`src/rtl/dpram_pkg.sv`:
```
// Shared definitions for the 16x8 dual-port RAM and its port-B stream reader.
// Holds the default geometry, read latency and the reader FSM encoding.
package dpram_pkg;

    localparam int DP_DATA_WIDTH    = 8;
    localparam int DP_ADDRESS_WIDTH = 4;
    localparam int DP_DEPTH         = 1 << DP_ADDRESS_WIDTH;
    localparam int RD_LATENCY       = 1;

    typedef enum logic [1:0] {
        IDLE  = 2'd0,
        READ  = 2'd1,
        DRAIN = 2'd2
    } rd_state_e;

endpackage

```
`src/rtl/dpram_stream_reader_skid.sv`:
```
// stream_skid2: two-entry FIFO feeding a valid/ready stream.
// Ports: push_i/data_i/last_i in, pop_i, count_o, valid_o/data_o/last_o out.
module stream_skid2 #(
    parameter int W = 8
) (
    input  logic         clk,
    input  logic         rst_n,
    input  logic         push_i,
    input  logic [W-1:0] data_i,
    input  logic         last_i,
    input  logic         pop_i,
    output logic [1:0]   count_o,
    output logic         valid_o,
    output logic [W-1:0] data_o,
    output logic         last_o
);

    logic [W-1:0] d0_q, d0_d, d1_q, d1_d;
    logic         l0_q, l0_d, l1_q, l1_d;
    logic [1:0]   cnt_q, cnt_d;
    logic         pop;

    assign pop = pop_i && (cnt_q != 2'd0);

    // Entry 0 is always the head; entry 1 only holds the skid word.
    always_comb begin
        d0_d  = d0_q;
        d1_d  = d1_q;
        l0_d  = l0_q;
        l1_d  = l1_q;
        cnt_d = cnt_q;
        unique case (cnt_q)
            2'd0: begin
                if (push_i) begin
                    d0_d  = data_i;
                    l0_d  = last_i;
                    cnt_d = 2'd1;
                end
            end
            2'd1: begin
                if (push_i && pop) begin
                    d0_d = data_i;
                    l0_d = last_i;
                end else if (push_i) begin
                    d1_d  = data_i;
                    l1_d  = last_i;
                    cnt_d = 2'd2;
                end else if (pop) begin
                    cnt_d = 2'd0;
                end
            end
            2'd2: begin
                if (pop) begin
                    d0_d = d1_q;
                    l0_d = l1_q;
                    if (push_i) begin
                        d1_d = data_i;
                        l1_d = last_i;
                    end else begin
                        cnt_d = 2'd1;
                    end
                end
            end
            default: cnt_d = 2'd0;
        endcase
    end

    always_ff @(posedge clk or negedge rst_n) begin
        if (!rst_n) begin
            d0_q  <= '0;
            d1_q  <= '0;
            l0_q  <= 1'b0;
            l1_q  <= 1'b0;
            cnt_q <= 2'd0;
        end else begin
            d0_q  <= d0_d;
            d1_q  <= d1_d;
            l0_q  <= l0_d;
            l1_q  <= l1_d;
            cnt_q <= cnt_d;
        end
    end

    assign count_o = cnt_q;
    assign valid_o = (cnt_q != 2'd0);
    assign data_o  = d0_q;
    assign last_o  = valid_o && l0_q;

endmodule

```
`src/rtl/dpram_stream_reader.sv`:
```
// Port-B read engine: sequential wrapping reads streamed out valid/ready.
// Ports: start/base_addr/length cmd, busy/done, RAM port B, out_* stream.
module dpram_stream_reader
    import dpram_pkg::*;
#(
    parameter int DATA_WIDTH    = DP_DATA_WIDTH,
    parameter int ADDRESS_WIDTH = DP_ADDRESS_WIDTH,
    parameter int DEPTH         = DP_DEPTH
) (
    input  logic                     clk,
    input  logic                     rst_n,
    input  logic                     start,
    input  logic [ADDRESS_WIDTH-1:0] base_addr,
    input  logic [ADDRESS_WIDTH:0]   length,
    output logic                     busy,
    output logic                     done,
    output logic [ADDRESS_WIDTH-1:0] ram_addr_b,
    output logic                     ram_we_b,
    input  logic [DATA_WIDTH-1:0]    ram_dout_b,
    output logic [DATA_WIDTH-1:0]    out_data,
    output logic                     out_valid,
    input  logic                     out_ready,
    output logic                     out_last
);

    localparam logic [ADDRESS_WIDTH:0]   C_ONE = 1;
    localparam logic [ADDRESS_WIDTH-1:0] A_ONE = 1;

    rd_state_e                state_q, state_d;
    logic [ADDRESS_WIDTH-1:0] addr_q, addr_d;
    logic [ADDRESS_WIDTH:0]   len_q, len_d;
    logic [ADDRESS_WIDTH:0]   issued_q, issued_d;
    logic [ADDRESS_WIDTH:0]   pushed_q, pushed_d;
    logic                     inflight_q, inflight_d;
    logic                     done_q, done_d;

    logic [1:0] fifo_cnt;
    logic       pop;
    logic       push_last;
    logic [2:0] occ;
    logic       issue;

    // addr_q is the RAM's address register: data for it appears on
    // ram_dout_b during the following cycle and is pushed at the next edge.
    assign pop       = out_valid && out_ready;
    assign push_last = (pushed_q + C_ONE) == len_q;

    // A pop at this edge frees a slot for the word arriving next edge,
    // which keeps one beat per cycle while the FIFO never exceeds 2.
    assign occ   = {1'b0, fifo_cnt} + {2'b0, inflight_q} - {2'b0, pop};
    assign issue = (state_q == READ) && (issued_q != len_q)
                   && (occ < 3'd2);

    always_comb begin
        state_d    = state_q;
        addr_d     = addr_q;
        len_d      = len_q;
        issued_d   = issued_q;
        pushed_d   = inflight_q ? pushed_q + C_ONE : pushed_q;
        inflight_d = 1'b0;
        done_d     = 1'b0;
        unique case (state_q)
            IDLE: begin
                if (start) begin
                    if (length == '0) begin
                        done_d = 1'b1;
                    end else begin
                        state_d    = READ;
                        addr_d     = base_addr;
                        len_d      = length;
                        issued_d   = C_ONE;
                        pushed_d   = '0;
                        inflight_d = 1'b1;
                    end
                end
            end
            READ: begin
                if (issue) begin
                    addr_d     = addr_q + A_ONE;
                    issued_d   = issued_q + C_ONE;
                    inflight_d = 1'b1;
                end
                if (issued_d == len_q) begin
                    state_d = DRAIN;
                end
            end
            DRAIN: begin
                if (pop && out_last) begin
                    state_d = IDLE;
                    done_d  = 1'b1;
                end
            end
            default: state_d = IDLE;
        endcase
    end

    always_ff @(posedge clk or negedge rst_n) begin
        if (!rst_n) begin
            state_q    <= IDLE;
            addr_q     <= '0;
            len_q      <= '0;
            issued_q   <= '0;
            pushed_q   <= '0;
            inflight_q <= 1'b0;
            done_q     <= 1'b0;
        end else begin
            state_q    <= state_d;
            addr_q     <= addr_d;
            len_q      <= len_d;
            issued_q   <= issued_d;
            pushed_q   <= pushed_d;
            inflight_q <= inflight_d;
            done_q     <= done_d;
        end
    end

    stream_skid2 #(
        .W (DATA_WIDTH)
    ) u_skid (
        .clk     (clk),
        .rst_n   (rst_n),
        .push_i  (inflight_q),
        .data_i  (ram_dout_b),
        .last_i  (push_last),
        .pop_i   (pop),
        .count_o (fifo_cnt),
        .valid_o (out_valid),
        .data_o  (out_data),
        .last_o  (out_last)
    );

    assign busy       = (state_q != IDLE);
    assign done       = done_q;
    assign ram_addr_b = addr_q;
    assign ram_we_b   = 1'b0;

endmodule
```
`config.mk`:
```
export PLATFORM = sky130hd
export DESIGN_NAME = dpram_stream_reader
export DESIGN_NICKNAME = d
export VERILOG_FILES = /design/src/rtl/dpram_pkg.sv /design/src/rtl/dpram_stream_reader_skid.sv /design/src/rtl/dpram_stream_reader.sv
export SDC_FILE = /design/constraint.sdc
export NUM_CORES = 1
export LEC_CHECK = 0
export BUFFER_PORTS_ARGS = -buffer_cell sky130_fd_sc_hd__buf_4
export CORE_UTILIZATION = 40
export DETAILED_ROUTE_END_ITERATION = 8
export PLACE_DENSITY_LB_ADDON = 0.08
export SLEW_MARGIN = 20
export SYNTH_ARGS = -nofsm -noshare
export SYNTH_HDL_FRONTEND = slang
export SYNTH_SLANG_ARGS = --single-unit
```
`constraint.sdc`:
```
create_clock -name clk -period 5.2 [get_ports clk]
set_input_delay 0.52 -clock clk [delete_from_list [all_inputs] [get_ports clk]]
set_output_delay 0.52 -clock clk [all_outputs]
set_load 0.01 [all_outputs]
```
==> results.md <==
- Total power: 1870 uW
- Iteration-0 DRC Markers: 50
- Worst-path fanout max: 8
- PwrDens: 652 mW/mm^2
- Ys Warns: 0
- Chip Height: 80.3 um
- Max Fclk: 305 MHz
- H-tree depth: 2
- Tot GR Track Use: 17.3%
- Core Region: 0.00592 sq mm
- Routed WL: 4.85 mm
- CTS Buf Count: 5
- Ant diodes: 0
- DRC: 0
- Via count of the routed design: 1813
- Synth Instances: 238
- Mapped Area: 0.00245 sq mm
- Die width: between 80 and 90 um
- Pre-Repair DR Iteration Count: 4
- Final Max Tran Viols: 0
- Mean post-synth cell area: 10.3 sq um
- Critical path class: register to register
- Hold Violations, Final: 0
- Initial antenna violation count: 0
- Largest net degree at the start of global routing: 44
- Final Cycle Share: 63.1%
- Number of global-route vias before repair: 1731
- Post-synth ARST share: 100%
- Layout cell share with drive strength beyond 1: 26.3%
- Number of flops mapped to enable cells by yosys: 0
- Main synth FF type: dfrtp_1
- Clock sinks: 43
- Register area share after synthesis: 43.9%
- Worst Setup End Kind: register
- Die Area: 0.00644 sq mm
- Worst Reg-to-Reg Cells: 15
- CP required: between 5 and 6 ns
- Initial core utilization: about two fifths
- Wire per inst: 13.9 um
- Post_cts resized: 0
- CP max-delay cell: dfrtp_1
- Worst VDD drop: 225 uV
- CTS Buffer Depth: 2
- Most used cell, CP: inv_2
- GR Overflow Total: 0
- Synth area leader: dfrtp_1
- Number of max-cap violations: 0
- Status: finished clean
- # setup viols final: 0
- Synth top area share: about 44%
- Syn nets: 269
- Filler cell count in the final layout: just under 600
- Static Leak: 0.00124 uW
- Clock transition at path regs: 0.09 ns
- CTS tree: built
- Crit-path cells: inv_1 -> ha_1 -> inv_2 -> nand2_1 -> inv_2 -> ha_1 -> nand2b_1 -> fa_1 -> xnor2_1 -> and3_1 -> o21a_1 -> nor2_4 -> inv_2 -> o21ai_0 -> o21ai_1
- Max incr delay on CP: 0.49 ns
- Routed Antenna Nets: 0
- First-pass GRT wire length: 8.41 mm
- Area growth, synth to finish: 17.2%
- CP startpoint kind: register
- Post-DP HPWL: 3.49 mm
- Nets@finish: a little over 300
- Most frequent cells in the layout: 43 x dfrtp_1, 38 x buf_4, 24 x a21oi_1, 23 x nor2_1, 14 x mux2i_1
- RSZ-0062 raised after global routing: no
- Synth unique cells: 49
- CTS root buffer: clkbuf_8
- Hold/Removal Path Class: input port to asynchronous set/reset pin
- Worst rel slew slack: 32.7%
- Count of hold-fix buffers inserted at cts: 0
- Worst skew pair latency: 0.29 ns
- Final Wtd Congestion: 0.770
- Port Buffers: 36
- Top post-synthesis cells by area: dfrtp_1 44%, mux2i_1 5.7%, mux2_2 5.5%, a21oi_1 4.9%, ha_1 4.6%
- Number of I/O pins: 38
- Vias per cell: about 5.2
- Fin crit period: 3.28 ns
- Setup Buffers After CTS: 0
- Slew @ Worst Pin: between 1 and 1.5 ns
- Worst Skew: 0.00834 ns
- Most common cell after layout, fill and taps aside: dfrtp_1
- Setup TNS: 0 ns
- Worst Path Arrival: 3.50 ns
- #FFs+latches synth: 43
- Row count: 28
==> cell type report <==
| type | instances | area (sq um) | share of cell area, % |
|---|---|---|---|
| repair buffers | 38 | 285 | 9.94 |
| well taps | 75 | 93.8 | 3.27 |
| flip-flops and latches | 43 | 1080 | 37.5 |
| clock inverters | 2 | 16.3 | 0.567 |
| multi-input cells | 177 | 1290 | 44.8 |
| clock buffers | 6 | 82.6 | 2.88 |
| inverters | 8 | 30.0 | 1.05 |
==> power breakdown <==
group / total, uW / internal [uW] / switching, uW
combinational: 981 / 472 / 510
sequential: 663 / 492 / 171
clock: 228 / 109 / 119
total: 1870 / 1070 / 800
==> kinds of logic (layout without fill, tap and decap cells) <==
logic type	after synthesis	in the layout	share of synthesized area, %
buffers and inverters	18	54	3.78
adder cells (fa/ha/maj)	10	10	5.41
AND/OR/NAND/NOR	65	65	14.6
AO/OA/AOI/OAI	57	57	14.5
other	1	1	0.153
flip-flops	43	43	43.9
multiplexers	26	26	11.2
XOR/XNOR	18	18	6.44
==> final timing paths <==
kind	from	to	slack [ns]
max in group asynchronous	rst_n	ram_addr_b[2]	4.61
max	u_skid.count_o[1]	ram_addr_b[0]	1.92
min reg2reg	issued_q[4]	issued_q[4]	0.49
min	rst_n	pushed_q[2]	0.20
max reg2reg	u_skid.count_o[1]	ram_addr_b[0]	1.92
min in group clk	length[2]	len_q[2]	0.45
==> stage by stage <==
step | instances | setup slack (ns) | instance area [sq um] | hold slack, ns | util, %
5_1_grt | 349 | 1.56 | 2870 | 0.243 | 48.5
2_1_floorplan | 238 | 2.22 | 2450 | 0.224 | -
6_report | 349 | 1.92 | 2870 | 0.202 | 48.5
3_3_place_gp | 341 | 2.04 | 2770 | 0.489 | 46.7
4_1_cts | 349 | 1.93 | 2870 | 0.224 | 48.5
3_5_place_dp | 341 | 1.97 | 2770 | 0.488 | 46.8
==> cell usage after synthesis, drive strengths merged (2+ instances only) <==
library cell,instances
buf,5
nand4,4
o22ai,2
o21bai,3
mux2i,14
nor4,2
nand2,10
nor2b,5
o2111ai,2
o21ai,15
mux2,12
ha,9
clkbuf,5
a21oi,24
nand3,7
dfrtp,43
nor2,24
o21a,3
xor2,10
inv,8
nand2b,5
xnor2,8
==> sequential cells by signal, summed over array words and instances (netlist names) <==
signal and count:
done 1, inflight_q 1, issued_q 5, len_q 5
pushed_q 5, ram_addr_b 4, state_q 2, u_skid.count_o 2
u_skid.d1_q 8, u_skid.data_o 8, u_skid.l0_q 1, u_skid.l1_q 1
==> layer usage <==
metal	up-vias	track usage [%]	wire (um)
met3	2	4.89	218
met5	-	0	0
li1	906	-	-
met2	34	27.3	2280
met4	0	4.29	25
met1	871	23.2	2330
==> worst max-delay path, delay by kind of cell, from the launching register on <==
family                   cells  cell delay (ns)
AND/OR/NAND/NOR              4             0.62
XOR/XNOR                     1             0.19
adder cells (fa/ha/maj)      3             0.87
AO/OA/AOI/OAI                3             0.60
buffers and inverters        4             0.43
flip-flops                   1             0.49
(Power assumes the default switching activity.)
